### config.mk
export PLATFORM = sky130hd
export DESIGN_NAME = cvita_pkt_gen
export DESIGN_NICKNAME = d
export VERILOG_FILES = /design/src/rtl/cvita_pkt_gen.sv
export SDC_FILE = /design/constraint.sdc
export NUM_CORES = 1
export LEC_CHECK = 0
export CAP_MARGIN = 20
export CORE_MARGIN = 10
export CORE_UTILIZATION = 35
export CTS_CLUSTER_SIZE = 8
export DETAILED_ROUTE_END_ITERATION = 10
export SKIP_CTS_REPAIR_TIMING = 1
export SLEW_MARGIN = 25
export SYNTH_ARGS = -nofsm -noshare
export SYNTH_HDL_FRONTEND = slang
export SYNTH_SLANG_ARGS = --single-unit
### constraint.sdc
create_clock -name clk -period 9.4 [get_ports clk]
set_clock_uncertainty 0.05 [all_clocks]
set_input_delay 1.41 -clock clk [delete_from_list [all_inputs] [get_ports clk]]
set_output_delay 1.41 -clock clk [all_outputs]
set_load 0.01 [all_outputs]
### src/rtl/cvita_pkt_gen.sv
// cvita_pkt_gen: CHDR/CVITA burst packet source on a 64-bit AXI-Stream master.
// Define CVITA_PKT_GEN_LFSR_EN to make payload mode 1 a 64-bit Galois LFSR.
module cvita_pkt_gen #(
  parameter int CNT_W = 16,
  parameter int GAP_W = 8
) (
  input  logic             clk,
  input  logic             reset_n,
  input  logic             start,
  input  logic             abort,
  input  logic [1:0]       cfg_pkt_type,
  input  logic             cfg_has_time,
  input  logic             cfg_eob_last,
  input  logic [31:0]      cfg_sid,
  input  logic [11:0]      cfg_seq_start,
  input  logic [15:0]      cfg_num_samps,
  input  logic [CNT_W-1:0] cfg_num_pkts,
  input  logic [1:0]       cfg_mode,
  input  logic [63:0]      cfg_ramp_start,
  input  logic [63:0]      cfg_ramp_inc,
  input  logic [63:0]      cfg_timestamp,
  input  logic [63:0]      cfg_ts_inc,
  input  logic [GAP_W-1:0] cfg_gap,
  output logic [63:0]      o_tdata,
  output logic             o_tlast,
  output logic             o_tvalid,
  input  logic             o_tready,
  output logic             busy,
  output logic             done,
  output logic [CNT_W-1:0] pkt_count
);
  typedef enum logic [2:0] {IDLE, HDR, TIME, DATA, GAP, DONE} state_t;
  state_t state_q, state_d, after_pkt;
  logic [1:0] type_q, mode_q;
  logic has_time_q, eob_last_q, abort_q;
  logic [31:0] sid_q;
  logic [11:0] seq_q;
  logic [15:0] num_samps_q, samp_cnt_q, len;
  logic [CNT_W-1:0] num_pkts_q, cnt_q;
  logic [63:0] ramp_start_q, ramp_inc_q, ts_q, ts_inc_q, word_q, payload, hdr;
  logic [GAP_W-1:0] gap_q, gap_cnt_q;
  logic accept, hs, last_word, end_pkt, final_pkt, stop, in_pkt;

  assign accept    = start && state_q == IDLE;
  assign in_pkt    = state_q == HDR || state_q == TIME || state_q == DATA;
  assign hs        = o_tvalid && o_tready;
  assign last_word = state_q == DATA ? samp_cnt_q == num_samps_q - 16'd1
                   : num_samps_q == 16'd0 && (state_q == TIME || (state_q == HDR && !has_time_q));
  assign end_pkt   = hs && last_word;
  assign final_pkt = num_pkts_q != '0 && cnt_q == num_pkts_q - CNT_W'(1);
  assign stop      = final_pkt || abort_q || abort;
  assign after_pkt = stop ? DONE : gap_q != '0 ? GAP : HDR;
  assign len       = {num_samps_q[12:0], 3'b000} + (has_time_q ? 16'd16 : 16'd8);
  assign hdr       = {type_q, has_time_q, eob_last_q && final_pkt, seq_q, len, sid_q};
  assign pkt_count = cnt_q;

`ifdef CVITA_PKT_GEN_LFSR_EN
  logic [63:0] lfsr_q;
  assign payload = mode_q == 2'd2 ? ramp_start_q : mode_q == 2'd1 ? lfsr_q : word_q;
  // Right-shifting Galois form; mask holds taps 63,61,60 plus the x^64 feedback.
  always_ff @(posedge clk or negedge reset_n)
    if (!reset_n) lfsr_q <= '0;
    else if (accept) lfsr_q <= cfg_ramp_start == '0 ? 64'd1 : cfg_ramp_start;
    else if (hs && state_q == DATA)
      lfsr_q <= {1'b0, lfsr_q[63:1]} ^ (lfsr_q[0] ? 64'hD800_0000_0000_0000 : 64'd0);
`else
  assign payload = mode_q == 2'd2 ? ramp_start_q : word_q;
`endif

  always_ff @(posedge clk or negedge reset_n)
    if (!reset_n) state_q <= IDLE;
    else state_q <= state_d;

  always_comb begin
    state_d = state_q;
    case (state_q)
      IDLE: state_d = start ? HDR : IDLE;
      HDR:  if (hs) state_d = last_word ? after_pkt : has_time_q ? TIME : DATA;
      TIME: if (hs) state_d = last_word ? after_pkt : DATA;
      DATA: if (end_pkt) state_d = after_pkt;
      GAP:  state_d = abort ? DONE : gap_cnt_q == gap_q - GAP_W'(1) ? HDR : GAP;
      DONE: state_d = IDLE;
      default: state_d = IDLE;
    endcase
  end

  always_comb begin
    o_tvalid = in_pkt;
    o_tlast  = last_word;
    o_tdata  = state_q == HDR ? hdr : state_q == TIME ? ts_q : state_q == DATA ? payload : 64'd0;
    busy     = in_pkt || state_q == GAP;
    done     = state_q == DONE;
  end

  always_ff @(posedge clk or negedge reset_n)
    if (!reset_n) begin
      type_q <= '0; mode_q <= '0; has_time_q <= 1'b0; eob_last_q <= 1'b0; abort_q <= 1'b0;
      sid_q <= '0; seq_q <= '0; num_samps_q <= '0; samp_cnt_q <= '0; num_pkts_q <= '0;
      cnt_q <= '0; ramp_start_q <= '0; ramp_inc_q <= '0; ts_q <= '0; ts_inc_q <= '0;
      word_q <= '0; gap_q <= '0; gap_cnt_q <= '0;
    end else if (accept) begin
      type_q <= cfg_pkt_type; mode_q <= cfg_mode; has_time_q <= cfg_has_time;
      eob_last_q <= cfg_eob_last; abort_q <= 1'b0; sid_q <= cfg_sid; seq_q <= cfg_seq_start;
      num_samps_q <= cfg_num_samps; samp_cnt_q <= '0; num_pkts_q <= cfg_num_pkts; cnt_q <= '0;
      ramp_start_q <= cfg_ramp_start; ramp_inc_q <= cfg_ramp_inc; ts_q <= cfg_timestamp;
      ts_inc_q <= cfg_ts_inc; word_q <= cfg_ramp_start; gap_q <= cfg_gap; gap_cnt_q <= '0;
    end else begin
      if (abort && in_pkt) abort_q <= 1'b1;
      gap_cnt_q <= state_q == GAP ? gap_cnt_q + GAP_W'(1) : '0;
      if (hs && state_q == DATA) begin
        word_q     <= word_q + ramp_inc_q;
        samp_cnt_q <= samp_cnt_q + 16'd1;
      end
      // Ramp restarts every packet; seqno and timestamp advance once per packet.
      if (end_pkt) begin
        word_q     <= ramp_start_q;
        samp_cnt_q <= '0;
        seq_q      <= seq_q + 12'd1;
        ts_q       <= ts_q + ts_inc_q;
        if (cnt_q != '1) cnt_q <= cnt_q + CNT_W'(1);
      end
    end
endmodule

==> out/metrics.cfg <==
[logic_synthesis]
syn-mean-instance-area_sq_um=7.706
syn_area_sq_um=29600
synthAdderAreaFrac_pct=5.995
synth_ff_type=dfrtp_1
synth-seq-cells=454
synth_top_family_by_area=simple AND/OR/NAND/NOR gates
yosysWarnings=0
synthMuxAreaShare_pct=0.3086
syn_inst=3841
post_synth_num_cell_types=78
synth_seq_area_share_pct=38.39
synthArstFlopShare_pct=100.0
synthXorXnorAreaFrac_pct=6.096
yosys.area_share.simple_pct=25.43
synth_compound_area_share_pct=19.73
syn_nets=4332
synth-edff-count=0

[layout]
syn2layout_area_growth_pct=23.97
drive_gt1_share_pct=3.643
nets=4620
final_core_util_pct=43.84
layout_commonest_cell=nand2_1
final_cell_mix=1170 x nand2_1, 451 x dfrtp_1, 433 x clkdlybuf4s50_1

[setup_path]
cp_num_buf_inv=3
required_ns=7.94
critPathMaxStageDelay_ns=0.70
worstPathCellList=buf_4, nor2b_1, o2111ai_1, a211oi_1, nand4_1, nor3_1, a41oi_1, inv_1, clkdlybuf4s50_1
cp-end-kind=output pin
critPathMaxFanout=86
arrival_ns=4.13
cp_slowest_cell=buf_4
path_class=flip-flop to output pin
startpoint_type=flip-flop
critPathTopFamily=buffers and inverters

[clocking]
clkTransAtPathRegs_ns=0.05
htree_levels=3
cts_buffers=68
clockBufferDepth=3
cts_tree=done
clk_latency_ns=0.62
root_buffer=clkbuf_16
clock_sinks=454

[placement]
place_hpwl_microns=91840
io_buffers=434
place_congestion=0.9430

[global_routing]
grt_antenna_before_repair=29
grt_pass1_wl_microns=184100
grt_max_degree=187
grt_pass1_vias=29096
grt_overflow=0
grt_usage_pct=24.52

[outcome]
run_status=finished, final reports clean

[floorplanning]
ios=435
rows=106
die_w_microns=310.8
coreArea_sq_um=83690
start_util_pct=35.37
die_h_microns=310.8
die_area_sq_um=96590

[timing]
fin_crit_ns=5.587
hold_violations=0
max_freq_ghz=0.1790
maxSlewHeadroom_pct=28.57
worst_pin_slew_ns=1.071
slew_violations=0
finalSetupTns_ns=0
timing.final.crit_share_pct=59.44
setup-violations-final=0
rsz0062_at_grt=false

[routing]
num_vias=29131
drtIter0Drc=2430
avgViaCountPerCell=5.514
dr.pass1.iters=5
routedWlPerCell_microns=23.34
wl_microns=123300
drcViolationCount=0
antenna_left=0

[pwr]
ir_worst_vdd_uv=216.9
p_leak_nw=16.62
power_density_nw_per_um2=332.2

[job]
maxCapViolations=0

[hold_path]
hold_class=flip-flop to flip-flop

## kinds of logic after synthesis
logic type | after synthesis
adder cells (fa/ha/maj) | 140
AO/OA/AOI/OAI | 930
multiplexers | 9
XOR/XNOR | 206
AND/OR/NAND/NOR | 1789
flip-flops | 454
buffers and inverters | 313
## cell usage after synthesis (52+ instances only)
| cell type | number | share of area [%] |
|---|---|---|
| a21o_1 | 76 | 1.9 |
| a21oi_1 | 297 | 5.0 |
| clkbuf_1 | 203 | 2.6 |
| dfrtp_1 | 454 | 38 |
| ha_1 | 137 | 5.8 |
| inv_1 | 70 | 0.89 |
| nand2_1 | 1171 | 15 |
| nand3_1 | 121 | 2.0 |
| nand4_1 | 52 | 1.1 |
| nor2_1 | 247 | 3.1 |
| o211ai_1 | 75 | 1.9 |
| o21ai_0 | 175 | 3.0 |
| o22ai_1 | 57 | 1.2 |
| xnor2_1 | 121 | 3.6 |
| xor2_1 | 85 | 2.5 |
## power by group
| group | switching, W | internal (W) | leakage [nW] |
|---|---|---|---|
| registers | 0.000728 | 0.00263 | 5.63 |
| clock network | 0.000928 | 0.00137 | 0.940 |
| logic | 0.00384 | 0.00270 | 10.0 |
## stage by stage
stage	instances	cell area [sq um]	power [W]	hold WS, ns	setup WS, ns
final	5283	36690	0.01219	0.4242	3.813
after global routing	5280	36680	0.01301	0.4349	3.501
after CTS	5278	36650	0.01217	0.4261	3.794
after detailed placement	5192	34740	0.009803	0.4138	4.451
after global placement	5192	34740	0.009794	0.4091	4.495
after floorplan	3841	29600	0.007422	0.3965	5.404
## flip-flops by register name, summed over array words and instances (netlist names)
name	cells
ramp_inc_q	64
ramp_start_q	64
ts_inc_q	64
ts_q	64
word_q	64
sid_q	32
num_pkts_q	16
num_samps_q	16
pkt_count	16
samp_cnt_q	16
seq_q	12
gap_cnt_q	8
gap_q	8
state_q	3
mode_q	2
type_q	2
abort_q	1
eob_last_q	1
has_time_q	1
## final cells by class
cell class                 count  area, sq um
inverter                      70        262.8
clock inverter                 6        60.06
timing repair buffer         461         4626
tap                         1134         1419
antenna                        4        10.01
multi-input combinational   3074        17100
fill                        8403        47000
sequential                   454        11370
clock buffer                  80         1851
## tightest hold or removal path: stages (launching register included)
cell	delay, ns
dfrtp_1	0.34
nand2_1	0.05
nand2_1	0.05
## worst paths after layout
| kind | startpoint | end | slack [ns] | depth (start not counted) |
|---|---|---|---|---|
| max in group asynchronous | reset_n | word_q[16]$_DFFE_PN0P_ | 6.90 | 2 |
| min reg2reg | sid_q[0]$_DFFE_PN0P_ | sid_q[0]$_DFFE_PN0P_ | 0.42 | 2 |
| min | sid_q[0]$_DFFE_PN0P_ | sid_q[0]$_DFFE_PN0P_ | 0.42 | 2 |
| min in group asynchronous | reset_n | num_pkts_q[2]$_DFFE_PN0P_ | 0.77 | 1 |
| max reg2reg | num_samps_q[3]$_DFFE_PN0P_ | word_q[29]$_DFFE_PN0P_ | 4.74 | 10 |
| max | state_q[0]$_DFFE_PN0P_ | o_tlast | 3.81 | 9 |
## routing by layer
metal | GRT usage, % | wire (microns)
met1 | 31.15 | 52250
met2 | 38.94 | 55900
met3 | 6.847 | 9869
met4 | 9.806 | 5045
met5 | 0 | 257
(Power assumes the default switching activity.)
